File: src/rtl/frame_sequencer.sv
// Frame controller: credit-gates upstream pixels per line, locks mode per frame, counts output beats to done.
// Latency: gating is combinational; state, mode and busy update one cycle after their trigger.
// Backpressure: s_ready follows m_ready while a line credit is held; optional watchdog via FRAME_WATCHDOG_EN.
module frame_sequencer #(
    parameter int IMG_W       = 512,
    parameter int IMG_H       = 512,
    parameter int PRIME_LINES = 4,
    parameter int OUT_COUNT   = IMG_W * IMG_H,
    parameter int WD_CYCLES   = 1048576
) (
    input  logic       axi_clk,
    input  logic       axi_reset_n,
    input  logic       i_start,
    input  logic [1:0] i_mode,
    output logic [1:0] o_mode,
    output logic       o_busy,
    output logic       o_done_intr,
    input  logic       s_valid,
    input  logic [7:0] s_data,
    output logic       s_ready,
    output logic       m_valid,
    output logic [7:0] m_data,
    input  logic       m_ready,
    input  logic       i_line_intr,
    input  logic       i_out_valid,
    input  logic       i_out_ready,
    output logic       o_error
);
    localparam int PW = (IMG_W > 1) ? $clog2(IMG_W) : 1;
    localparam int LW = $clog2(IMG_H + 1);
    localparam int CW = $clog2(PRIME_LINES + 1);
    localparam int OW = $clog2(OUT_COUNT + 1);

    typedef enum logic [1:0] {S_IDLE, S_FEED, S_DRAIN, S_DONE} state_t;

    state_t        r_state, w_state_nxt;
    logic [1:0]    r_mode;
    logic          r_busy;
    logic [PW-1:0] r_pix_cnt;
    logic [LW-1:0] r_line_cnt;
    logic [CW-1:0] r_credits, w_cred_dec, w_cred_nxt;
    logic [OW-1:0] r_out_cnt, w_out_nxt;
    logic          w_gate, w_active, w_in_beat, w_out_beat, w_line_end, w_frame_end;
    logic          w_start, w_wd_trip;

    assign w_start     = (r_state == S_IDLE) && i_start;
    assign w_active    = (r_state == S_FEED) || (r_state == S_DRAIN);
    assign w_gate      = (r_state == S_FEED) && (r_credits != '0);
    assign m_valid     = s_valid & w_gate;
    assign s_ready     = m_ready & w_gate;
    assign m_data      = s_data;
    assign w_in_beat   = s_valid & s_ready;
    assign w_line_end  = w_in_beat && (r_pix_cnt == PW'(IMG_W - 1));
    assign w_frame_end = w_line_end && (r_line_cnt == LW'(IMG_H - 1));
    assign w_out_beat  = w_active && i_out_valid && i_out_ready;
    assign w_out_nxt   = (w_out_beat && (r_out_cnt != OW'(OUT_COUNT))) ? r_out_cnt + OW'(1) : r_out_cnt;

    // Consume first, then refill: a refill coinciding with a line end nets to zero even at the ceiling.
    assign w_cred_dec  = r_credits - CW'(w_line_end);
    assign w_cred_nxt  = (i_line_intr && w_active && (w_cred_dec != CW'(PRIME_LINES)))
                         ? w_cred_dec + CW'(1) : w_cred_dec;

    assign o_mode      = r_mode;
    assign o_busy      = r_busy;
    assign o_done_intr = (r_state == S_DONE);

    always_comb begin
        w_state_nxt = r_state;
        case (r_state)
            S_IDLE:  if (i_start) w_state_nxt = S_FEED;
            S_FEED:  if (w_wd_trip) w_state_nxt = S_IDLE;
                     else if (w_frame_end) w_state_nxt = S_DRAIN;
            S_DRAIN: if (w_wd_trip) w_state_nxt = S_IDLE;
                     else if (w_out_nxt == OW'(OUT_COUNT)) w_state_nxt = S_DONE;
            S_DONE:  w_state_nxt = S_IDLE;
            default: w_state_nxt = S_IDLE;
        endcase
    end

    always_ff @(posedge axi_clk or negedge axi_reset_n) begin
        if (!axi_reset_n) begin
            r_state    <= S_IDLE;
            r_busy     <= 1'b0;
            r_mode     <= 2'd0;
            r_credits  <= '0;
            r_pix_cnt  <= '0;
            r_line_cnt <= '0;
            r_out_cnt  <= '0;
        end else begin
            r_state <= w_state_nxt;
            r_busy  <= (w_state_nxt != S_IDLE);
            if (w_start) begin
                r_mode     <= i_mode;
                r_credits  <= CW'(PRIME_LINES);
                r_pix_cnt  <= '0;
                r_line_cnt <= '0;
                r_out_cnt  <= '0;
            end else begin
                r_credits <= w_cred_nxt;
                r_out_cnt <= w_out_nxt;
                if (w_in_beat) r_pix_cnt <= w_line_end ? '0 : r_pix_cnt + PW'(1);
                if (w_line_end) r_line_cnt <= r_line_cnt + LW'(1);
            end
        end
    end

`ifdef FRAME_WATCHDOG_EN
    localparam int WW = $clog2(WD_CYCLES + 1);
    logic [WW-1:0] r_wd_cnt;
    logic          r_error;

    assign w_wd_trip = w_active && !(w_in_beat || w_out_beat) && (r_wd_cnt == WW'(WD_CYCLES - 1));
    assign o_error   = r_error;

    // Any beat in either direction proves the frame is still moving.
    always_ff @(posedge axi_clk or negedge axi_reset_n) begin
        if (!axi_reset_n) begin
            r_wd_cnt <= '0;
            r_error  <= 1'b0;
        end else if (w_start) begin
            r_wd_cnt <= '0;
            r_error  <= 1'b0;
        end else if (!w_active || w_in_beat || w_out_beat) begin
            r_wd_cnt <= '0;
        end else if (w_wd_trip) begin
            r_wd_cnt <= '0;
            r_error  <= 1'b1;
        end else begin
            r_wd_cnt <= r_wd_cnt + WW'(1);
        end
    end
`else
    assign w_wd_trip = 1'b0;
    assign o_error   = 1'b0;
`endif

endmodule

File: config.mk
export PLATFORM = sky130hd
export DESIGN_NAME = frame_sequencer
export DESIGN_NICKNAME = d
export VERILOG_FILES = /design/src/rtl/frame_sequencer.sv
export SDC_FILE = /design/constraint.sdc
export NUM_CORES = 1
export LEC_CHECK = 0
export CAP_MARGIN = 20
export CORE_ASPECT_RATIO = 0.8
export CORE_MARGIN = 3
export CORE_UTILIZATION = 30
export CTS_BUF_LIST = sky130_fd_sc_hd__clkbuf_2
export DETAILED_ROUTE_END_ITERATION = 7
export GPL_TIMING_DRIVEN = 0
export SLEW_MARGIN = 10
export SYNTH_ARGS = -nofsm -noshare
export SYNTH_HDL_FRONTEND = slang
export SYNTH_SLANG_ARGS = --single-unit
export TNS_END_PERCENT = 20
File: constraint.sdc
create_clock -name axi_clk -period 6 [get_ports axi_clk]
set_clock_uncertainty 0.1 [all_clocks]
set_input_delay 0.6 -clock axi_clk [delete_from_list [all_inputs] [get_ports axi_clk]]
set_output_delay 0.6 -clock axi_clk [all_outputs]
set_load 0.01 [all_outputs]
* Word level (Yosys, flattened, before mapping) *
Index checks and enable logic that the tools add are counted.

storage, ports and cells
  register bits after elaboration = 46
  input bits = 18
  output and inout port bits = 15
  word-level logic and storage cells = 51

cells by class
  add/subtract/negate cells = 5
  equality and inequality tests = 8
  multiplexer cells = 13
  bitwise gates (word level) = 3
  reduce and logical (&&, ||, !) cells = 15

operator list
  kind                     number
  $mux W19                 2
  $mux W9                  3
  $mux W10                 2
  $add A19 B1 Y19 const B  1
  $eq A19 B19 Y1 const B   1
  $ne A19 B19 Y1 const B   1
  $add A10 B1 Y10 const B  1
  $eq A10 B9 Y1 const B    1
  $add A9 B1 Y9 const B    1
  $eq A9 B9 Y1 const B     1
  $logic_and A1 B1 Y1      9
  $pmux W2 S4              1
  $mux W2                  3
  $mux W3                  2
  $reduce_bool A2 Y1       3
  $eq A2 B2 Y1 const B     2
  $add A3 B1 Y3 const B    1
  $and A1 B1 Y1            3
  $ne A3 B3 Y1 const B     1
  $reduce_bool A3 Y1       1
  $sub A3 B1 Y3            1
  $eq A2 B1 Y1 const B     1
  $logic_not A2 Y1         1
  $logic_or A1 B1 Y1       1

* Longest topological paths before layout *
  word-level depth = 10
  mapped depth = 15
  depth with buffers taken out = 14

* Least setup slack after synthesis *
OpenSTA, ideal clock, no wires.

  kind = register to register
  from = reg r_pix_cnt[0]
  to = reg r_credits[2]
  library setup time = 125 ps
  arrival time = 2,621 ps
  required time = 5,775 ps
  setup slack = 3,154 ps
  cell stages (with the launch flop) = 16
  buffers on the path = 1
  period minus slack after synthesis = 2,846 ps
  cell sequence = dfrtp_1 > ha_1 > nand3_1 > or2_1 > nor2_1 > ha_1 > buf_4 > nand3_1 > inv_2 > ha_1 > ha_1 > ha_1 > a21oi_1 > nand2_1 > xor2_1 > nand2_1

on the way
  longest elaborated chain between the ends = 7
  elaborated cells between the ends (all ways) = 8
  those cells by class = add/sub: 2; eq/ne: 2; mux: 2; reduce/logical: 2

RTL lines
  element                                                line  source
  start: declaration                                     39    logic [PW-1:0] r_pix_cnt;
  start signal: assignment                               101   if (w_in_beat) r_pix_cnt <= w_line_end ? '0 : r_pix_cnt + PW'(1);
  $eq A9 B9 Y1 (*)                                       53    assign w_line_end = w_in_beat && (r_pix_cnt == PW'(IMG_W - 1));
  $logic_and A1 B1 Y1 (*)                                53
  $sub A3 B1 Y3 (*)                                      59    assign w_cred_dec = r_credits - CW'(w_line_end);
  branches (longest 2 deep; another with $add A3 B1 Y3)  n/a
  $mux W3 (*)                                            61    ? w_cred_dec + CW'(1) : w_cred_dec;
  $mux W3 (*)                                            92    if (w_start) begin
  end signal: assignment                                 94    r_credits <= CW'(PRIME_LINES);
  end signal: assignment                                 99    r_credits <= w_cred_nxt;
  end: declaration                                       41    logic [CW-1:0] r_credits, w_cred_dec, w_cred_nxt;

Every way passes the cells marked *.
A chain may end at the register's enable or synchronous reset.

* Final worst setup path *
Same ends and word-level chain as after synthesis.

==> out/results.ini <==
[timing]
slew_headroom_pct=65.7
period_share_pct=53.8
worst_pin_slew_ns=0.513
min_period_ns=3.23
setup_viol=0
finalMaxSlewViolations=0
whs_ns=0.412
rsz0062_at_grt=no
hold_viol=0
tns_ns=0
max_freq_mhz=310

[final_layout]
multi_input_area_um2=1530
finish.net_count=382
seq_area_um2=1150
finalNonFillerCells=465
fillers=912
syn_to_final_growth_pct=16.0
post_route_cells_drive_above_1_share_pct=8.29
finish.utilization_pct=36.2
antenna-diode-count=0

[synthesis]
postSynth.asyncResetShare_pct=100
synthAdderAreaFrac_pct=6.13
syn_nets=350
ys_ff_latch=46
synthXorXnorAreaFrac_pct=9.51
synth-edff-count=0
synth.largest_area_cell=dfrtp_1
synth_top_family_by_area=simple AND/OR/NAND/NOR gates
synthDistinctLibCells=50
synth_cells=318
yosysTopAreaCellShare_pct=40.3
synth.avg_cell_area_um2=8.98
synthMuxAreaShare_pct=0.745
synthTopCellsByCount=dfrtp_1 (46), nor2_1 (43), nand2_1 (33)
syn_area_um2=2860
synth-compound-area-share_pct=10.3
synth_warnings=0
yosysSeqAreaShare_pct=40.3
ys_top_cells_by_area=dfrtp_1 (40%), ha_1 (6.1%), nor2_1 (5.7%), xnor2_1 (4.9%), xor2_1 (4.6%)
ys.flop_type=dfrtp_1
synthSimpleGateAreaFrac_pct=26.9
synth_most_common_cell=dfrtp_1

[setup_path]
critPathRequiredTime_ns=6.20
reg2regPathDepth=15
r2r_end=r_credits[2]$_DFF_PN0_
critPathKind=reg2reg
cp-start-kind=flip-flop
reg2reg_slack_ns=2.77
critPathMaxFanout=10
worst_r2r_startpoint=r_pix_cnt[0]$_DFFE_PN0P_
cp_data_arrival_time_ns=3.43
critPathCaptureType=flip-flop

[outcome]
status=finished, final reports clean

[power_and_ir_drop]
power.internal_mw=0.500
switchingPower_mw=0.246
power_switching_share_pct=33.0
leakagePower_nw=1.48
powerDensity_nw_per_um2=225
finalPower_mw=0.746
p_seq_share_pct=51.9
pwr-share-clk_pct=22.3
ir_drop_mv=0.120
pwr-share-comb_pct=25.8

[route]
wl_per_cell_um=12.4
num_vias=2213
ant_nets=0
wl_mm=5.77
firstDrtPassIters=4
vias_per_cell=4.76
drc=0
drt-initial-drc-count=97

[place]
dp_cells=457
gp_congestion=0.789
hpwl_mm=4.34
portBuffers=23

[global_routing]
grt_pass1_wl_mm=9.95
antenna_found_initial=0
grt.total_usage_pct=11.5
first_global_vias=2110
grt_max_degree=31
grt_overflow_total=0

[cts]
clk_transition_reported_paths_ns=0.21
htreeDepth=2
cts_root_buf=clkbuf_2
numClockSinks=46
worstSkewPairLatency_ns=0.41
cts_tree=done
cts-resized-gates=0
numCtsBuffers=5
clk_path_buf_depth=2

[run]
drv_cap=0

[worst_hold_path]
hp-class=reg2reg
hold_path.startpoint=o_mode[1]$_DFFE_PN0P_
hold_end=o_mode[1]$_DFFE_PN0P_
min_path_cells=2

[floorplan]
core_um2=9150
placementRows=31
start_util_pct=31.2
die_w_um=115
die_area_um2=10700
fp.dieH_um=93.3
pin_count=33

==> cell type report <==
class / count / share of cell area (%)
Multi-Input combinational cell: 239 / 46.3
Sequential cell: 46 / 34.7
Timing Repair Buffer: 25 / 7.70
Tap cell: 115 / 4.34
Buffer: 19 / 3.55
Inverter: 14 / 1.59
Clock inverter: 2 / 1.02
Clock buffer: 5 / 0.755
==> flip-flops by register name, indices dropped and copies added (netlist names) <==
| name | cells |
|---|---|
| r_out_cnt | 19 |
| r_line_cnt | 10 |
| r_pix_cnt | 9 |
| r_credits | 3 |
| o_mode | 2 |
| r_state | 2 |
| o_busy | 1 |
==> routing by layer <==
layer | vias up | track usage [%] | wire length (µm)
met2 | 25 | 17.1 | 2460
li1 | 1142 | - | -
met3 | 2 | 1.75 | 132
met4 | 0 | 2.93 | 40
met1 | 1044 | 17.2 | 3140
met5 | - | 0 | 0
==> critical path: stages (launching register included) <==
cell	delay [ns]
dfrtp_1	0.44
ha_1	0.20
nand3_1	0.12
or2_1	0.28
nor2_1	0.12
ha_1	0.14
buf_4	0.16
nand3_1	0.18
inv_2	0.15
ha_1	0.16
ha_1	0.25
ha_1	0.20
a21oi_1	0.30
nand2_1	0.11
xor2_1	0.15
nand2_1	0.07
==> cell families (layout without fill, tap and decap cells) <==
kind of cell               Yosys count  in the layout
muxes                                2              2
and+or+nand+nor                    147            147
other                                1              1
buffers and inverters               33             65
xor gates and xnor gates            31             31
adders and majority gates           14             14
AOI/OAI and AO/OA                   44             44
DFF                                 46             46
==> cells in the final DEF (no fill, tap or decap), types with 10 or more instances in the layout <==
| cell | count |
|---|---|
| buf_4 | 10 |
| a21oi_1 | 17 |
| nand3_1 | 14 |
| inv_1 | 13 |
| nor3_1 | 10 |
| dfrtp_1 | 46 |
| xnor2_1 | 16 |
| nand2_1 | 33 |
| ha_1 | 14 |
| xor2_1 | 15 |
| clkdlybuf4s50_1 | 22 |
| nor2_1 | 43 |
==> worst max-delay path by stage <==
stage / slack (ns) / to / start / depth (start not counted)
global placement: 2.83 / r_credits[2]$_DFF_PN0_ / r_pix_cnt[0]$_DFFE_PN0P_ / 15
CTS: 2.76 / r_credits[2]$_DFF_PN0_ / r_pix_cnt[0]$_DFFE_PN0P_ / 15
floorplan: 3.15 / r_credits[2]$_DFF_PN0_ / r_pix_cnt[0]$_DFFE_PN0P_ / 15
global route: 2.44 / r_credits[2]$_DFF_PN0_ / r_pix_cnt[0]$_DFFE_PN0P_ / 15
finish: 2.77 / r_credits[2]$_DFF_PN0_ / r_pix_cnt[0]$_DFFE_PN0P_ / 15
detailed placement: 2.78 / r_credits[2]$_DFF_PN0_ / r_pix_cnt[0]$_DFFE_PN0P_ / 15
==> power by group through the flow <==
stage | Combinational [mW] | Sequential [mW] | Clock [mW]
CTS | 0.194 | 0.387 | 0.175
floorplan | 0.144 | 0.382 | 0
global placement | 0.183 | 0.391 | 0
finish | 0.192 | 0.387 | 0.166
detailed placement | 0.192 | 0.393 | 0
global route | 0.221 | 0.394 | 0.186
==> repair_timing <==
action	CTS	global route
hold endpoints to repair	16	0
hold buffers	1	0
endpoints found under the setup margin	0	0
buffers inserted	0	0
==> through the flow <==
stage,setup slack (ns),area [µm²]
final,2.77,3310
after global routing,2.44,3310
after CTS,2.76,3310
after detailed placement,2.78,3240
after global placement,2.83,3230
after floorplan,3.15,2860
Note: power is estimated with default switching activity, not from simulation.
